**src/rtl/sha_loader_pkg.sv**
```systemverilog
// Shared constants and FSM state encoding for the RISC_Top memory preload loader.
package sha_loader_pkg;

    localparam logic [7:0] CMD_WR_DMEM = 8'h01;
    localparam logic [7:0] CMD_WR_IMEM = 8'h02;
    localparam logic [7:0] CMD_START   = 8'h03;

    localparam logic [7:0] WE_ALL = 8'hFF;

    typedef enum logic [2:0] {
        S_IDLE,
        S_ADDR,
        S_DATA,
        S_WRITE,
        S_RUN
    } state_t;

endpackage

```
**src/rtl/sha_loader_be_assembler.sv**
```systemverilog
// Four-byte MSB-first word assembler shared by the address and data phases of a frame.
module sha_loader_be_assembler (
    input  logic        clk,
    input  logic        reset,
    input  logic        clear,
    input  logic        load,
    input  logic [7:0]  data,
    output logic [31:0] word_next,
    output logic        done
);

    logic [23:0] shift_q;
    logic [1:0]  cnt_q;

    // word_next already includes the byte being loaded, so the caller can
    // capture a complete word on the same edge that accepts its last byte.
    assign word_next = {shift_q, data};
    assign done      = load && !clear && (cnt_q == 2'd3);

    always_ff @(posedge clk or posedge reset) begin
        if (reset) begin
            shift_q <= '0;
            cnt_q   <= '0;
        end else if (clear) begin
            shift_q <= '0;
            cnt_q   <= '0;
        end else if (load) begin
            shift_q <= word_next[23:0];
            cnt_q   <= cnt_q + 2'd1;
        end
    end

endmodule

```
**src/rtl/sha_mem_loader.sv**
```systemverilog
// Byte-stream loader: turns framed records into DMAD/DMAI write cycles, then starts RISC_Top.
module sha_mem_loader
    import sha_loader_pkg::*;
#(
    parameter int WE_HOLD   = 1,
    parameter int REC_CNT_W = 16
) (
    input  logic                 clk,
    input  logic                 reset,
    input  logic                 s_valid,
    input  logic [7:0]           s_data,
    output logic                 s_ready,
    output logic [31:0]          dmad_addr_o,
    output logic [31:0]          dmad_data_o,
    output logic [7:0]           dmad_we_o,
    output logic [31:0]          dmai_addr_o,
    output logic [31:0]          dmai_data_o,
    output logic [7:0]           dmai_we_o,
    output logic                 start_o,
    input  logic                 state_done_i,
    output logic                 busy_o,
    output logic                 err_o,
    output logic [REC_CNT_W-1:0] rec_count_o
);

    localparam logic [3:0] HOLD_INIT = 4'(WE_HOLD - 1);

    state_t      state, state_next;
    logic        xfer;
    logic        asm_clear, asm_load, asm_done;
    logic [31:0] asm_word;
    logic        tgt_imem;
    logic [31:0] addr_q;
    logic [3:0]  hold_cnt;

    assign xfer   = s_valid && s_ready;
    assign busy_o = (state != S_IDLE);

    sha_loader_be_assembler u_asm (
        .clk       (clk),
        .reset     (reset),
        .clear     (asm_clear),
        .load      (asm_load),
        .data      (s_data),
        .word_next (asm_word),
        .done      (asm_done)
    );

    always_ff @(posedge clk or posedge reset) begin
        if (reset) state <= S_IDLE;
        else       state <= state_next;
    end

    always_comb begin
        state_next = state;
        s_ready    = 1'b0;
        asm_clear  = 1'b0;
        asm_load   = 1'b0;
        case (state)
            S_IDLE: begin
                s_ready = 1'b1;
                if (xfer) begin
                    if (s_data == CMD_WR_DMEM || s_data == CMD_WR_IMEM) begin
                        asm_clear  = 1'b1;
                        state_next = S_ADDR;
                    end else if (s_data == CMD_START) begin
                        state_next = S_RUN;
                    end
                end
            end
            S_ADDR: begin
                s_ready  = 1'b1;
                asm_load = xfer;
                if (asm_done) state_next = S_DATA;
            end
            S_DATA: begin
                s_ready  = 1'b1;
                asm_load = xfer;
                if (asm_done) state_next = S_WRITE;
            end
            S_WRITE: begin
                if (hold_cnt == 4'd0) state_next = S_IDLE;
            end
            S_RUN: begin
                if (state_done_i) state_next = S_IDLE;
            end
            default: state_next = S_IDLE;
        endcase
    end

    always_ff @(posedge clk or posedge reset) begin
        if (reset) begin
            tgt_imem    <= 1'b0;
            addr_q      <= '0;
            hold_cnt    <= '0;
            dmad_addr_o <= '0;
            dmad_data_o <= '0;
            dmad_we_o   <= '0;
            dmai_addr_o <= '0;
            dmai_data_o <= '0;
            dmai_we_o   <= '0;
            start_o     <= 1'b0;
            err_o       <= 1'b0;
            rec_count_o <= '0;
        end else begin
            case (state)
                S_IDLE: begin
                    if (xfer) begin
                        if (s_data == CMD_WR_DMEM || s_data == CMD_WR_IMEM) begin
                            tgt_imem <= (s_data == CMD_WR_IMEM);
                        end else if (s_data == CMD_START) begin
                            start_o     <= 1'b1;
                            err_o       <= 1'b0;
                            rec_count_o <= '0;
                        end else begin
                            err_o <= 1'b1;
                        end
                    end
                end
                S_ADDR: begin
                    if (asm_done) addr_q <= asm_word;
                end
                S_DATA: begin
                    // Address, data and enable of the target port all change on this edge.
                    if (asm_done) begin
                        hold_cnt <= HOLD_INIT;
                        if (tgt_imem) begin
                            dmai_addr_o <= addr_q;
                            dmai_data_o <= asm_word;
                            dmai_we_o   <= WE_ALL;
                        end else begin
                            dmad_addr_o <= addr_q;
                            dmad_data_o <= asm_word;
                            dmad_we_o   <= WE_ALL;
                        end
                    end
                end
                S_WRITE: begin
                    if (hold_cnt == 4'd0) begin
                        dmad_we_o <= '0;
                        dmai_we_o <= '0;
                        if (rec_count_o != '1) rec_count_o <= rec_count_o + 1'b1;
                    end else begin
                        hold_cnt <= hold_cnt - 4'd1;
                    end
                end
                S_RUN: begin
                    if (state_done_i) start_o <= 1'b0;
                end
                default: ;
            endcase
        end
    end

endmodule

```
**config.mk**
```make
export PLATFORM = sky130hd
export DESIGN_NAME = sha_mem_loader
export DESIGN_NICKNAME = d
export VERILOG_FILES = /design/src/rtl/sha_loader_pkg.sv /design/src/rtl/sha_loader_be_assembler.sv /design/src/rtl/sha_mem_loader.sv
export SDC_FILE = /design/constraint.sdc
export NUM_CORES = 1
export LEC_CHECK = 0
export CAP_MARGIN = 10
export CELL_PAD_IN_SITES_DETAIL_PLACEMENT = 1
export CELL_PAD_IN_SITES_GLOBAL_PLACEMENT = 1
export CORE_ASPECT_RATIO = 1.2
export CORE_MARGIN = 2
export CORE_UTILIZATION = 45
export DETAILED_ROUTE_END_ITERATION = 16
export PLACE_DENSITY = 0.95
export SYNTH_ARGS = -nofsm -noshare
export SYNTH_HDL_FRONTEND = slang
export SYNTH_SLANG_ARGS = --single-unit
```
**constraint.sdc**
```tcl
create_clock -name clk -period 14.4 [get_ports clk]
set_input_delay 4.32 -clock clk [delete_from_list [all_inputs] [get_ports clk]]
set_output_delay 4.32 -clock clk [all_outputs]
set_load 0.01 [all_outputs]
```
; Word-level counts from Yosys, hierarchy flattened
; Cells that the tools add are included.
[word_totals]
romBits = 0
input_bits = 12
regBits = 228
latch_bits = 0
mem_bits_rw = 0
memories = 0
elab_cells = 105
output_inout_bits = 164
[op_classes]
reduce_logical = 25
magnitude_cmp = 0
multipliers = 0
mux = 39
shifts = 0
eq_ne = 21
bitwise = 2
n_addsub = 3
div_mod_pow = 0
[op_table]
columns = op, n
row1 = $mux W16, 5
row2 = $mux W24, 2
row3 = $mux W8, 5
row4 = $pmux W16 S2, 1
row5 = $pmux W8 S2, 2
row6 = $ne A2 B2 Y1 const B, 11
row7 = $mux W3, 7
row8 = $add A16 B1 Y16 const B, 1
row9 = $eq A8 B2 Y1 const B, 2
row10 = $ne A16 B16 Y1 const B, 1
row11 = $pmux W3 S5, 1
row12 = $reduce_and A3 Y1, 5
row13 = $reduce_and A6 Y1, 2
row14 = $mux W1, 10
row15 = $eq A8 B1 Y1 const B, 1
row16 = $mux W4, 2
row17 = $pmux W4 S2, 1
row18 = $reduce_and A4 Y1, 2
row19 = $reduce_bool A2 Y1, 4
row20 = $eq A3 B2 Y1 const B, 2
row21 = $reduce_and A5 Y1, 1
row22 = $logic_not A4 Y1, 1
row23 = $mux W2, 2
row24 = $sub A4 B1 Y4 const B, 1
row25 = other kinds (15), 18

; Longest topological paths before layout
[logic_depth]
word_depth = 11
ltp_mapped = 7
mapped_depth_nobuf = 6

; By module
; From an unflattened synthesis, not the netlist that was laid out.
[unflattened]
hier_cells = 640
area_unflattened_um2 = 8849.7
[by_module_without_submodules]
columns = module, area_per_inst_um2, instances, cells_each
row1 = sha_mem_loader, 7689.9, 1, 544
row2 = sha_loader_be_assembler, 1159.9, 1, 96

; Worst setup path after synthesis
; No wires, ideal clock.
[synth_path]
path_kind = input-to-reg
startpoint = input s_data[2]
endpoint = register state[0]
setup_ps = 125
required_time_ps = 14275
setup_slack_ps = 8726
arrival_ps = 5549
path_buffers = 0
stages = 4
cell_sequence = nor4_4 a31oi_2 a2111oi_4 mux2_4
[synth_between]
elab_chain_len = 10
[synth_rtl]
columns = item, line
row1 = start: declaration, sha_mem_loader.sv:11  ; input logic [7:0] s_data,
row2 = $eq A8 B1 Y1 / $eq A8 B2 Y1 (equally long branches), sha_mem_loader.sv:63  ; if (s_data == CMD_WR_DMEM || s_data == CMD_WR_IMEM) begin
row3 = $logic_or A1 B1 Y1, sha_mem_loader.sv:63
row4 = $mux W1, sha_mem_loader.sv:63
row5 = $mux W1, sha_mem_loader.sv:62  ; if (xfer) begin
row6 = $mux W1, sha_mem_loader.sv:59  ; case (state)
row7 = $logic_not A1 Y1, sha_loader_be_assembler.sv:18  ; assign done = load && !clear && (cnt_q == 2'd3);
row8 = $logic_and A1 B1 Y1 (2 in a row), sha_loader_be_assembler.sv:18
row9 = $ne A2 B2 Y1 (no line), n/a
row10 = $reduce_and A6 Y1 (no line), n/a
row11 = end signal: assignment, sha_mem_loader.sv:51  ; else state <= state_next;
row12 = end: declaration, sha_mem_loader.sv:28  ; state_t state, state_next;
; Several ways; a longest one is shown, not always the timed one. The select of a mux whose other input is x is not followed.
; A chain may end at the register's enable or synchronous reset.

; Final worst setup path
[layout_path]
startpoint = input s_valid
endpoint = register dmad_addr_o[19]
[layout_between]
elab_chain_len = 7
[layout_rtl]
columns = item, line
row1 = start: declaration, sha_mem_loader.sv:10  ; input logic s_valid,
row2 = $logic_and A1 B1 Y1 (*), sha_mem_loader.sv:36  ; assign xfer = s_valid && s_ready;
row3 = $mux W1, sha_mem_loader.sv:62
row4 = $mux W1, sha_mem_loader.sv:59
row5 = $logic_not A1 Y1, sha_loader_be_assembler.sv:18
row6 = $logic_and A1 B1 Y1 (*) (2 in a row), sha_loader_be_assembler.sv:18
row7 = $reduce_and A3 Y1 (no line) (*), n/a
row8 = end signal: assignment, sha_mem_loader.sv:132  ; dmad_addr_o <= addr_q;
row9 = end: declaration, sha_mem_loader.sv:13  ; output logic [31:0] dmad_addr_o,
; Mark *: on every way between the ends. The rest lies on a longest branch, timed or not.

==> results.json <==
{
  "diodes": 0,
  "firstDrtPassIters": 4,
  "wl_microns": 22800,
  "max_freq_mhz": 145,
  "dp.final_hpwl_microns": 15400,
  "syn_area_sq_um": 8740,
  "leakage_nw": 5.32,
  "grt_util_all_layers_pct": 22.3,
  "crit_path_max_fanout": 65,
  "drc": 0,
  "syn_to_final_growth_pct": 28.9,
  "required_ns": 14.78,
  "slew_headroom_pct": 20.9,
  "finalMaxSlewViolations": 0,
  "fin_crit_sh_pct": 48.0,
  "yosys.cell_types.count": 56,
  "slowest_stage": "nand3_4",
  "postCtsSetupBuffers": 0,
  "path_clk_slew_ns": 0.06,
  "num_vias": 5577,
  "antenna_found_initial": 0,
  "crit_type": "in2reg",
  "grt_pass1_vias": 6276,
  "place_congestion": 0.853,
  "syn_area_per_cell_sq_um": 14.6,
  "path_cells": "clkdlybuf4s50_1 -> nand2b_1 -> a21oi_4 -> nand3_4 -> mux2_1",
  "grt_max_degree": 138,
  "wl_per_cell_microns": 22.3,
  "setup_viol": 0,
  "port-buffer-count": 175,
  "period_minus_slack_ns": 6.91,
  "ys_async_sr_fraction_pct": 100,
  "cp-start-kind": "primary input",
  "slowest_delay_ns": 0.95,
  "setup_tns_ns": 0,
  "clockBufferDepth": 3,
  "die_w_microns": 131,
  "cts_tree": "yes",
  "cts_buffers": 23,
  "cts.sinks": 214,
  "rsz0062_at_grt": "false",
  "syn_nets": 615,
  "cap_violations": 0,
  "worst-slew-pin-transition_ns": 1.19,
  "synth-edff-count": 0,
  "drive_above_1_share_pct": 21.8,
  "finalHoldViolCount": 0,
  "start_util_pct": 46.2,
  "drt_iter0_drc": 259,
  "yosys_register_bits": 214,
  "grt_pass1_wl_microns": 36500,
  "fin_skew_ns": 0.00794,
  "fp.dieArea_sq_um": 20600,
  "totalPowerFinal_mw": 2.02,
  "cts.htree.levels": 1,
  "synth.yosys.seq_area_share_pct": 61.3,
  "root_buffer": "clkbuf_16",
  "syn-instance-count": 599,
  "outcome": "finished, final reports clean",
  "ir_drop_mv": 0.0815,
  "die_h_microns": 157,
  "core_region_area_sq_um": 18900,
  "drtAntennaViolNets": 0,
  "yosysWarnings": 0,
  "grt.overflow.total": 0,
  "io_pins": 176,
  "cts_resized": 0,
  "cts_hold_buf": 0,
  "worst_hold_path_type": "reg2reg",
  "post-route-util_pct": 59.6,
  "vias_per_cell": 5.45,
  "critPathCaptureType": "flop",
  "synth_top_flop_cell": "dfrtp_1",
  "fp-row-count": 55,
  "power_density_nw_per_um2": 180,
  "cp.arrival_ns": 7.29,
  "nets": 773,
  "clock_latency_ns": 0.52
}
-- cell families after synthesis --
group	after synthesis	synth area share [%]
compound gates	68	6.10
xor+xnor	3	0.301
fa+ha+maj	4	0.573
buf+inv	55	4.14
flops	214	61.3
mux	169	21.7
simple gates	86	5.90
-- per-layer routing --
metal / GRT usage [%] / vias to the layer above / part of all wire, %
li1: - / 2463 / -
met1: 25.9 / 2933 / 39
met2: 42.3 / 149 / 54
met3: 4.37 / 32 / 5.1
met4: 6.06 / 0 / 1.9
met5: 0 / - / 0
-- worst paths after layout --
kind	start	to	slack (ns)	cells past startpoint
worst max-delay path	s_valid	dmad_addr_o[19]	7.49	5
worst min-delay path	dmad_data_o[26]	dmad_data_o[26]	0.49	1
worst max register to register	state[1]	dmad_addr_o[19]	11.09	4
worst min register to register	dmad_data_o[26]	dmad_data_o[26]	0.49	1
max in group asynchronous	reset	dmai_data_o[23]	8.46	3
min in group asynchronous	reset	rec_count_o[2]	4.40	2
-- worst max-delay path: cells and delay by family --
family | cells | cell delay [ns]
simple gates | 2 | 1.07
buf+inv | 1 | 0.56
compound gates | 1 | 0.64
mux | 1 | 0.67
-- power by group --
part,internal [mW],total (mW),switching (mW)
clock,0.342,0.575,0.232
combinational,0.312,0.542,0.230
sequential,0.749,0.908,0.159
-- per-stage QoR --
| step | setup slack (ns) | hold WS (ns) | cells | instance area [sq um] |
|---|---|---|---|---|
| after floorplan | 4.23 | 0.470 | 599 | 8740 |
| after global placement | 7.08 | 0.474 | 988 | 10500 |
| after detailed placement | 6.89 | 0.484 | 988 | 10500 |
| after CTS | 7.45 | 0.498 | 1023 | 11300 |
| after global routing | 7.25 | 0.515 | 1023 | 11300 |
| final | 7.49 | 0.493 | 1023 | 11300 |
-- state kept, by name (all words and copies together), names as in the netlist --
register	count
addr_q	32
dmad_addr_o	32
dmad_data_o	32
dmai_addr_o	32
dmai_data_o	32
u_asm.shift_q	24
rec_count_o	16
hold_cnt	4
state	3
u_asm.cnt_q	2
dmad_we_o	1
dmai_we_o	1
err_o	1
start_o	1
tgt_imem	1
-- cell usage after synthesis (all sizes together), types with 2 or more instances --
cell type	n	area (sq um)
nand4	7	43.8
nand2	18	72.6
o21ai	9	48.8
a41oi	3	26.3
nor4b	2	23.8
nor3	7	35.0
o31ai	3	22.5
a22o	27	238
or4	3	22.5
nand3b	2	15.0
ha	4	50.1
nand2b	4	32.5
dfrtp	214	5360
inv	12	45.0
a31oi	5	37.5
buf	38	278
nor2	13	56.3
xor2	3	26.3
a2bb2oi	2	17.5
and4	6	52.6
a21oi	10	53.8
nand3	13	65.1
mux2	163	1840
mux2i	6	60.1
clkbuf	5	38.8
and3	4	26.3
-- area by class of cell --
class / count / area [sq um]
clock inverters: 6 / 95.1
inverters: 12 / 52.6
fillers: 1763 / 7650
flip-flops and latches: 214 / 5360
multi-input cells: 330 / 3060
well taps: 256 / 320
clock buffers: 29 / 628
repair buffers: 176 / 1760
-- cell usage in the layout, fill, tap and decap left out, drive strengths merged, types with 2 or more instances in the layout --
cell	netlist	final
nand2	18	18
mux2i	6	6
xor2	3	3
nand4	7	7
and4	6	6
and3	4	4
a31oi	5	5
nand3	13	13
bufinv	0	2
a22o	27	27
a41oi	3	3
ha	4	4
or4	3	3
clkdlybuf4s50	0	175
o21ai	9	9
clkinv	0	3
nand2b	4	4
nor2	13	13
a2bb2oi	2	2
inv	12	13
dfrtp	214	214
clkbuf	5	29
a21oi	10	10
nor3	7	7
o31ai	3	3
nand3b	2	2
nor4b	2	2
mux2	163	163
Power figures use the tool's default switching activity.
